$ cat config.mk
export PLATFORM = sky130hd
export DESIGN_NAME = abr_masked_a2b_ctrl
export DESIGN_NICKNAME = d
export VERILOG_FILES = /design/src/rtl/abr_masked_a2b_pkg.sv /design/src/rtl/abr_masked_share_fifo.sv /design/src/rtl/abr_masked_a2b_ctrl.sv
export SDC_FILE = /design/constraint.sdc
export NUM_CORES = 1
export LEC_CHECK = 0
export ABC_AREA = 1
export BUFFER_PORTS_ARGS = -buffer_cell sky130_fd_sc_hd__buf_4
export CAP_MARGIN = 20
export CORE_ASPECT_RATIO = 1.4
export CORE_MARGIN = 10
export CORE_UTILIZATION = 49
export CTS_BUF_LIST = sky130_fd_sc_hd__clkbuf_16
export DETAILED_ROUTE_END_ITERATION = 6
export GPL_ROUTABILITY_DRIVEN = 0
export GPL_TIMING_DRIVEN = 0
export MAX_ROUTING_LAYER = met4
export PLACE_DENSITY = 0.87
export SLEW_MARGIN = 0
export SYNTH_ARGS = -nofsm -noshare
export SYNTH_HDL_FRONTEND = slang
export SYNTH_HIERARCHICAL = 1
export SYNTH_SLANG_ARGS = --single-unit
$ cat constraint.sdc
create_clock -name clk -period 2.3 [get_ports clk]
set_input_delay 0.46 -clock clk [delete_from_list [all_inputs] [get_ports clk]]
set_output_delay 0.46 -clock clk [all_outputs]
set_load 0.05 [all_outputs]
$ cat src/rtl/abr_masked_a2b_pkg.sv
// Shared types and constants for the masked A2B converter.
// Share-pair encoding: bit 1 = share1, bit 0 = share0.
package abr_masked_a2b_pkg;

    localparam int A2B_WIDTH = 8;

    typedef logic [1:0] share_t;
    typedef share_t [A2B_WIDTH-1:0] share_vec_t;

    // Field index of each randomness slice within rnd_i, in units of WIDTH.
    localparam int RND_R0  = 0;
    localparam int RND_R1  = 1;
    localparam int RND_ADD = 2;

endpackage

$ cat src/rtl/abr_masked_share_fifo.sv
// DEPTH x WIDTH Boolean share-vector FIFO with occupancy count.
// Head is forced to zero while empty so no old entry is ever exposed.
module abr_masked_share_fifo
    import abr_masked_a2b_pkg::*;
#(
    parameter int WIDTH = 8,
    parameter int DEPTH = 4
) (
    input  logic                        clk,
    input  logic                        clr,
    input  logic                        wr_en,
    input  logic [WIDTH-1:0][1:0]       wr_data,
    input  logic                        rd_en,
    output logic [WIDTH-1:0][1:0]       rd_data,
    output logic                        valid,
    output logic [$clog2(DEPTH):0]      count
);

    localparam int AW = $clog2(DEPTH);

    share_t [WIDTH-1:0] mem [DEPTH];
    logic [AW-1:0]      wptr;
    logic [AW-1:0]      rptr;
    logic               rd_ok;

    assign valid   = (count != '0);
    assign rd_ok   = rd_en & valid;
    assign rd_data = valid ? mem[rptr] : '0;

    // Storage and pointers; pointers wrap naturally since DEPTH is a power of 2.
    always_ff @(posedge clk) begin
        if (clr) begin
            for (int i = 0; i < DEPTH; i++) begin
                mem[i] <= '0;
            end
            wptr <= '0;
            rptr <= '0;
        end else begin
            if (wr_en) begin
                mem[wptr] <= wr_data;
                wptr      <= wptr + 1'b1;
            end
            if (rd_ok) begin
                rptr <= rptr + 1'b1;
            end
        end
    end

    // Occupancy; simultaneous read and write leaves it unchanged.
    always_ff @(posedge clk) begin
        if (clr) begin
            count <= '0;
        end else begin
            unique case ({wr_en, rd_ok})
                2'b10:   count <= count + 1'b1;
                2'b01:   count <= count - 1'b1;
                default: count <= count;
            endcase
        end
    end

endmodule

$ cat src/rtl/abr_masked_a2b_ctrl.sv
// Feeder and collector around the masked Boolean adder for A2B conversion.
// Credits cover in-flight plus buffered results, so nothing is ever dropped.
module abr_masked_a2b_ctrl
    import abr_masked_a2b_pkg::*;
#(
    parameter int WIDTH   = 8,
    parameter int DEPTH   = 4,
    parameter int ADD_LAT = WIDTH + 2
) (
    input  logic                    clk,
    input  logic                    rst,
    input  logic                    zeroize,
    input  logic                    in_valid_i,
    output logic                    in_ready_o,
    input  logic [WIDTH-1:0]        a0_i,
    input  logic [WIDTH-1:0]        a1_i,
    input  logic                    rnd_valid_i,
    input  logic [3*WIDTH-1:0]      rnd_i,
    output logic [WIDTH-1:0][1:0]   add_x_o,
    output logic [WIDTH-1:0][1:0]   add_y_o,
    output logic [WIDTH-1:0]        add_rnd_o,
    input  logic [WIDTH-1:0][1:0]   add_s_i,
    output logic                    out_valid_o,
    input  logic                    out_ready_i,
    output logic [WIDTH-1:0][1:0]   out_s_o
);

    localparam int CW = $clog2(DEPTH) + 1;

    logic               clr;
    logic               acc;
    logic               wr_en;
    logic               rd_en;
    logic [ADD_LAT:0]   vld_q;
    logic [CW-1:0]      inflight_q;
    logic [CW-1:0]      fifo_count;
    logic [CW:0]        credit_used;
    logic [WIDTH-1:0]   r0;
    logic [WIDTH-1:0]   r1;
    logic [WIDTH-1:0]   radd;
    share_t [WIDTH-1:0] x_q;
    share_t [WIDTH-1:0] y_q;
    logic [WIDTH-1:0]   rnd_q;

    assign clr  = rst | zeroize;
    assign r0   = rnd_i[RND_R0*WIDTH +: WIDTH];
    assign r1   = rnd_i[RND_R1*WIDTH +: WIDTH];
    assign radd = rnd_i[RND_ADD*WIDTH +: WIDTH];

    assign credit_used = {1'b0, inflight_q} + {1'b0, fifo_count};
    assign in_ready_o  = credit_used < (CW+1)'(DEPTH);
    assign acc         = in_valid_i & rnd_valid_i & in_ready_o;
    assign wr_en       = vld_q[ADD_LAT];
    assign rd_en       = out_valid_o & out_ready_i;

    assign add_x_o   = x_q;
    assign add_y_o   = y_q;
    assign add_rnd_o = rnd_q;

    // Re-mask each arithmetic share separately; idle cycles present zeros.
    always_ff @(posedge clk) begin
        if (clr || !acc) begin
            x_q   <= '0;
            y_q   <= '0;
            rnd_q <= '0;
        end else begin
            for (int i = 0; i < WIDTH; i++) begin
                x_q[i] <= {r0[i], a0_i[i] ^ r0[i]};
                y_q[i] <= {r1[i], a1_i[i] ^ r1[i]};
            end
            rnd_q <= radd;
        end
    end

    // Valid pipeline tracking the adder's fixed latency.
    always_ff @(posedge clk) begin
        if (clr) begin
            vld_q <= '0;
        end else begin
            vld_q <= {vld_q[ADD_LAT-1:0], acc};
        end
    end

    // In-flight count: up on accept, down when the result lands in the FIFO.
    always_ff @(posedge clk) begin
        if (clr) begin
            inflight_q <= '0;
        end else begin
            unique case ({acc, wr_en})
                2'b10:   inflight_q <= inflight_q + 1'b1;
                2'b01:   inflight_q <= inflight_q - 1'b1;
                default: inflight_q <= inflight_q;
            endcase
        end
    end

    abr_masked_share_fifo #(
        .WIDTH (WIDTH),
        .DEPTH (DEPTH)
    ) u_out_fifo (
        .clk     (clk),
        .clr     (clr),
        .wr_en   (wr_en),
        .wr_data (add_s_i),
        .rd_en   (rd_en),
        .rd_data (out_s_o),
        .valid   (out_valid_o),
        .count   (fifo_count)
    );

endmodule

==> results of run 1 <==
==> layout make-up <==
cell class	instances	area, µm²	area share
sequential	127	3180	0.454
multi-input combinational	305	1660	0.236
timing repair buffer	120	905	0.129
clock buffer	18	450	0.0642
inverter	96	360	0.0514
buffer	21	185	0.0264
tap	141	176	0.0252
clock inverter	14	96.3	0.0137
==> what timing repair did <==
action	in CTS	in global routing
pin swaps	0	2
cloned	0	0
gates resized for setup	3	20
hold buffers	0	0
endpoints found under the hold margin	0	0
endpoints found under the setup margin	27	16
buffers inserted	0	0
==> sequential cells by signal, summed over array words and instances, names as in the netlist, named ones only <==
register          flops
add_rnd_o             8
add_x_o              16
add_y_o              16
inflight_q            3
u_out_fifo/count      3
u_out_fifo/mem       64
u_out_fifo/rptr       2
u_out_fifo/wptr       2
vld_q                11
==> critical path, stage by stage, from the launching register on <==
cell	delay, ps
dfxtp_1	310
buf_4	160
inv_1	160
buf_4	210
o21ai_0	110
a21oi_1	210
buf_4	230
==> cell families (layout without fill, tap and decap cells) <==
logic type               Yosys count  in the layout
AO/OA/AOI/OAI                     62             62
XOR/XNOR                          16             16
buffers and inverters            117            269
AND/OR/NAND/NOR                  221            221
adder cells (fa/ha/maj)            6              6
flip-flops                       127            127
==> layout by cell type, fill, tap and decap left out, drive strengths merged <==
cell / instances
a21oi: 23
and2: 1
buf: 141
bufinv: 1
clkbuf: 18
clkinv: 4
clkinvlp: 2
dfxtp: 63
edfxtp: 64
fa: 2
ha: 4
inv: 103
nand2: 23
nand3: 6
nand4: 3
nor2: 188
o21ai: 39
xnor2: 16
==> metrics by stage <==
stage / setup WS, ps / hold slack [ps] / setup TNS, ps
final: 53.7 / 276 / 0
after global routing: -10.3 / 275 / -12.3
after CTS: 5.98 / 264 / 0
after detailed placement: -448 / 405 / -7160
after global placement: -707 / 396 / -33630
after floorplan: -154 / 393 / -1540
==> routing by layer <==
layer / up-vias / global-route usage / routed length (µm)
met2: 202 / 0.296 / 6580
met5: - / - / 0
met1: 1874 / 0.163 / 4430
met3: 31 / 0.0708 / 1270
li1: 1975 / - / -
met4: 0 / 0.0853 / 378
==> power by group <==
group          internal, mW  total, mW  switching, mW
registers              2.43       2.45         0.0183
clock network          1.52       2.42          0.900
logic                 0.132      0.310          0.178
==> worst paths after layout <==
| path | endpoint | startpoint | slack, ps | cells after the start |
|---|---|---|---|---|
| setup / recovery | out_s_o[10] | flip-flop | 50 | 6 |
| hold / removal | add_rnd_o[2]$_SDFF_PP0_ | rnd_i[18] | 280 | 3 |
| setup reg to reg | u_out_fifo/count[2]$_SDFFE_PP0P_ | u_out_fifo/count[0]$_SDFFE_PP0P_ | 280 | 15 |
| hold reg to reg | vld_q[4]$_SDFF_PP0_ | vld_q[3]$_SDFF_PP0_ | 410 | 2 |
==> impl_metrics.yaml, run 1 <==
logic_synthesis:
  synth_edf_count: 64
  synth-compound-area-share: 0.0581
  synth_top_family_by_area: "simple AND/OR/NAND/NOR gates"
  yosys.area_share.simple: 0.206
  ys_types: 25
  async_flop_share: 0
  synth.area.top_cells: "edfxtp_1 (36%), dfxtp_1 (24%), nor2_1 (9.6%)"
  muxShareOfSynthArea: 0
  ys.flop_type: "edfxtp_1"
  synth_xor_area_frac: 0.0262
  synth_fp_nets: 617
  syn-instance-count: 549
  synth.cell_area_mm2: 0.00534
  yosysMostFrequentCell: "nor2_1"
  synth_seq_area_share: 0.596
  synth_top_area_frac: 0.360
  synth_top_area_cell: "edfxtp_1"
  synthAdderAreaFrac: 0.0169
  synth-seq-cells: 127
  ys_top_cells_by_count: "nor2_1 (137), inv_1 (82), edfxtp_1 (64)"
  synth.avg_cell_area_um2: 9.73
  ys_warn_count: 6
drt:
  vias: 4082
  drt_drc_violations_left: 0
  drt_iter0_drc: 133
  routedWlPerCell_um: 15.0
  drt-total-wl_um: 12700
  dr.pass1.iters: 5
  vias_per_cell: 4.85
  antenna_left: 0
power_and_ir_drop:
  peakVddDrop_mv: 0.546
  power_per_cell_area_mw_per_mm2: 739
  leakagePower_nw: 3.06
  power_mw: 5.18
clocking:
  cts_max_level: 4
  cts-root-buf: "clkbuf_16"
  clockBufferDepth: 2
  cts_made_buffers: 17
  clk_pin_slew_ps: 50
  clock_latency_ps: 400
  tritoncts: "built"
  clkSinkCount: 127
sta:
  post-route-period-util: 0.977
  finalClockSkew_ps: 7.77
  setup_viol: 0
  fin_crit_ps: 2250
  slew_viol_final: 0
  max_clock_freq_mhz: 445
  relSlewSlack: 0.341
  finalHoldViolCount: 0
  worst_slew_pin_slew_ps: 988
finish:
  drive_gt1_frac: 0.351
  nFillCells: 791
  n_antenna_cell: 0
  fin_area_mm2: 0.00701
  final_cells: 842
  synthToLayoutAreaGrowth_pct: 31.3
  fin_util: 0.652
  fin_nets: 756
worst_setup_path:
  critical_path_class: "flip-flop to output port"
  critPathMaxFanout: 10
  arrival_ps: 1790
  start_kind: "flip-flop"
  end_kind: "output port"
  required_ps: 1840
place:
  place_area_mm2: 0.00643
  portBuffers: 119
  placedCellCount: 810
  hpwl_um: 9650
global_route:
  gr-total-overflow: 0
  antenna_found_initial: 0
  grt_max_degree: 18
  grt_usage: 0.173
  grt_pass1_wl_um: 20200
  grt_pass1_vias: 4443
floorplanning:
  core-area_mm2: 0.0108
  die_area_mm2: 0.0155
  die_h_um: 144
  io_pins: 120
  rows: 45
  die_w_um: 108
  start_util: 0.497
outcome:
  status: "complete, no violations"
min_path:
  hp-class: "primary input to flip-flop"
flow_run:
  drv_cap: 0
Note: power is estimated with default switching activity, not from simulation.
==> run 2: changes to the inputs <==
Settings changed: GPL_TIMING_DRIVEN 0 to unset, PLACE_DENSITY 0.87 to 0.76.
Clock period 2.3 ns to 2 ns, I/O delays scaled along.
==> impl_metrics.yaml, run 2 (synthesis results as in run 1) <==
outcome:
  status: "complete, no violations"
floorplanning:
  io_pins: 120
  start_util: 0.497
  die_h_um: 144
  die_area_mm2: 0.0155
  die_w_um: 108
  rows: 45
  core-area_mm2: 0.0108
sta:
  setup_viol: 0
  worst_slew_pin_slew_ps: 666
  finalClockSkew_ps: 10.2
  rsz0062_at_grt: "true"
  post-route-period-util: 0.992
  fin_crit_ps: 1980
  finalHoldViolCount: 0
  relSlewSlack: 0.555
  slew_viol_final: 0
  max_clock_freq_mhz: 504
clocking:
  clock_latency_ps: 400
  cts_made_buffers: 17
  ctsHoldBuffers: 0
  cts-root-buf: "clkbuf_16"
  cts_max_level: 4
  clockBufferDepth: 2
  tritoncts: "built"
  post_cts_buffers: 0
  clk_pin_slew_ps: 60
  clkSinkCount: 127
global_route:
  antenna_found_initial: 0
  gr-total-overflow: 0
  grt_pass1_vias: 4227
  grt_usage: 0.164
  grt_max_degree: 42
  grt_pass1_wl_um: 19400
finish:
  final_cells: 835
  fin_util: 0.666
  drive_gt1_frac: 0.376
  synthToLayoutAreaGrowth_pct: 34.0
  fin_nets: 749
  final_common_cell: "nor2_1"
  regMostFlops: "u_out_fifo/mem"
  largest_reg_flops: 64
  mostFrequentLayoutCells: "nor2_1 (136), buf_4 (112), inv_1 (82), edfxtp_1 (64), dfxtp_1 (58)"
  n_antenna_cell: 0
min_path:
  hold_start: "rnd_i[16]"
  whs_endpoint: "add_rnd_o[0]$_SDFF_PP0_"
  hp-class: "primary input to flip-flop"
  hold_path_depth: 3
worst_setup_path:
  required_ps: 1600
  slowest_delay_ps: 380
  reg2reg_depth: 14
  arrival_ps: 1580
  worst-path-buf-inv: 3
  crit_family: "buffers and inverters"
  critical_path_class: "flip-flop to output port"
  start_kind: "flip-flop"
  worstPathCellList: "inv_1, buf_12, o21ai_0, a21oi_2, buf_6"
  r2r_end: "inflight_q[2]$_SDFFE_PP0P_"
  reg2reg_from: "u_out_fifo/count[2]$_SDFFE_PP0P_"
  end_kind: "output port"
  crit_slowest_cell: "dfxtp_4"
  r2r_slack_ps: 120
  critPathMaxFanout: 32
place:
  placedCellCount: 802
  portBuffers: 119
  hpwl_um: 8370
drt:
  drt_drc_violations_left: 0
  dr.pass1.iters: 4
  vias: 3927
  vias_per_cell: 4.70
  antenna_left: 0
  drt-total-wl_um: 11800
  drt_iter0_drc: 124
  routedWlPerCell_um: 14.1
power_and_ir_drop:
  leakagePower_nw: 3.04
  peakVddDrop_mv: 0.697
  power_per_cell_area_mw_per_mm2: 813
  power_mw: 5.82
flow_run:
  drv_cap: 0
[run 2: cell types whose count changed in the layout (fill, tap and decap cells not counted), sizes merged]
cell | previous run | this run
clkinv | 4 | 7
clkinvlp | 2 | 4
clkbuf | 18 | 17
bufinv | 1 | 0
inv | 103 | 100
buf | 141 | 134
[run 2: through the flow]
step	worst slack [ps]	TNS [ps]	hold WS, ps	cell area [µm²]
final	15.5	0	219	7160
after global routing	-56.5	-633	225	7160
after CTS	-46.4	-406	208	7130
after detailed placement	55.5	0	405	6490
after global placement	151	0	395	6490
after floorplan	-9.65	-77.2	393	5420
[run 2: power by group]
group,switching (mW),leakage [nW],internal [mW]
Combinational,0.205,1.56,0.159
Sequential,0.0195,1.23,2.80
Clock,1.07,0.252,1.57
Total,1.30,3.04,4.52
[run 2: routing by layer]
metal / GRT usage / wire, µm
met1: 0.166 / 4680
met2: 0.281 / 6160
met3: 0.0596 / 829
met4: 0.0635 / 99
met5: - / 0
[run 2: how the worst max path moves through the flow]
stage / slack (ps) / depth (start not counted) / to / start
after floorplan: -10 / 5 / out_s_o[10] / u_out_fifo/count[0]$_SDFFE_PP0P_
after global placement: 150 / 12 / inflight_q[2]$_SDFFE_PP0P_ / u_out_fifo/count[1]$_SDFFE_PP0P_
after detailed placement: 60 / 12 / inflight_q[2]$_SDFFE_PP0P_ / u_out_fifo/count[1]$_SDFFE_PP0P_
after CTS: -50 / 6 / out_s_o[15] / flip-flop
after global routing: -60 / 5 / out_s_o[0] / flip-flop
final: 20 / 5 / out_s_o[0] / flip-flop
[run 2: tightest hold or removal path, stage by stage]
cell	delay, ps
buf_4	80
inv_1	30
nor2_2	80
[run 2: final cells by class]
cell class,instances,area (µm²)
fillers,841,3590
clock inverters,15,96.3
clock buffers,17,425
multi-input cells,305,1750
inverters,96,360
repair buffers,134,1150
well taps,141,176
flip-flops and latches,127,3190
[run 2: what timing repair did]
item                       4_1_cts  5_1_grt
pin swaps                        1        6
gates resized for setup         25       21
setup endpoints to repair       17       19
cloned                           1        0
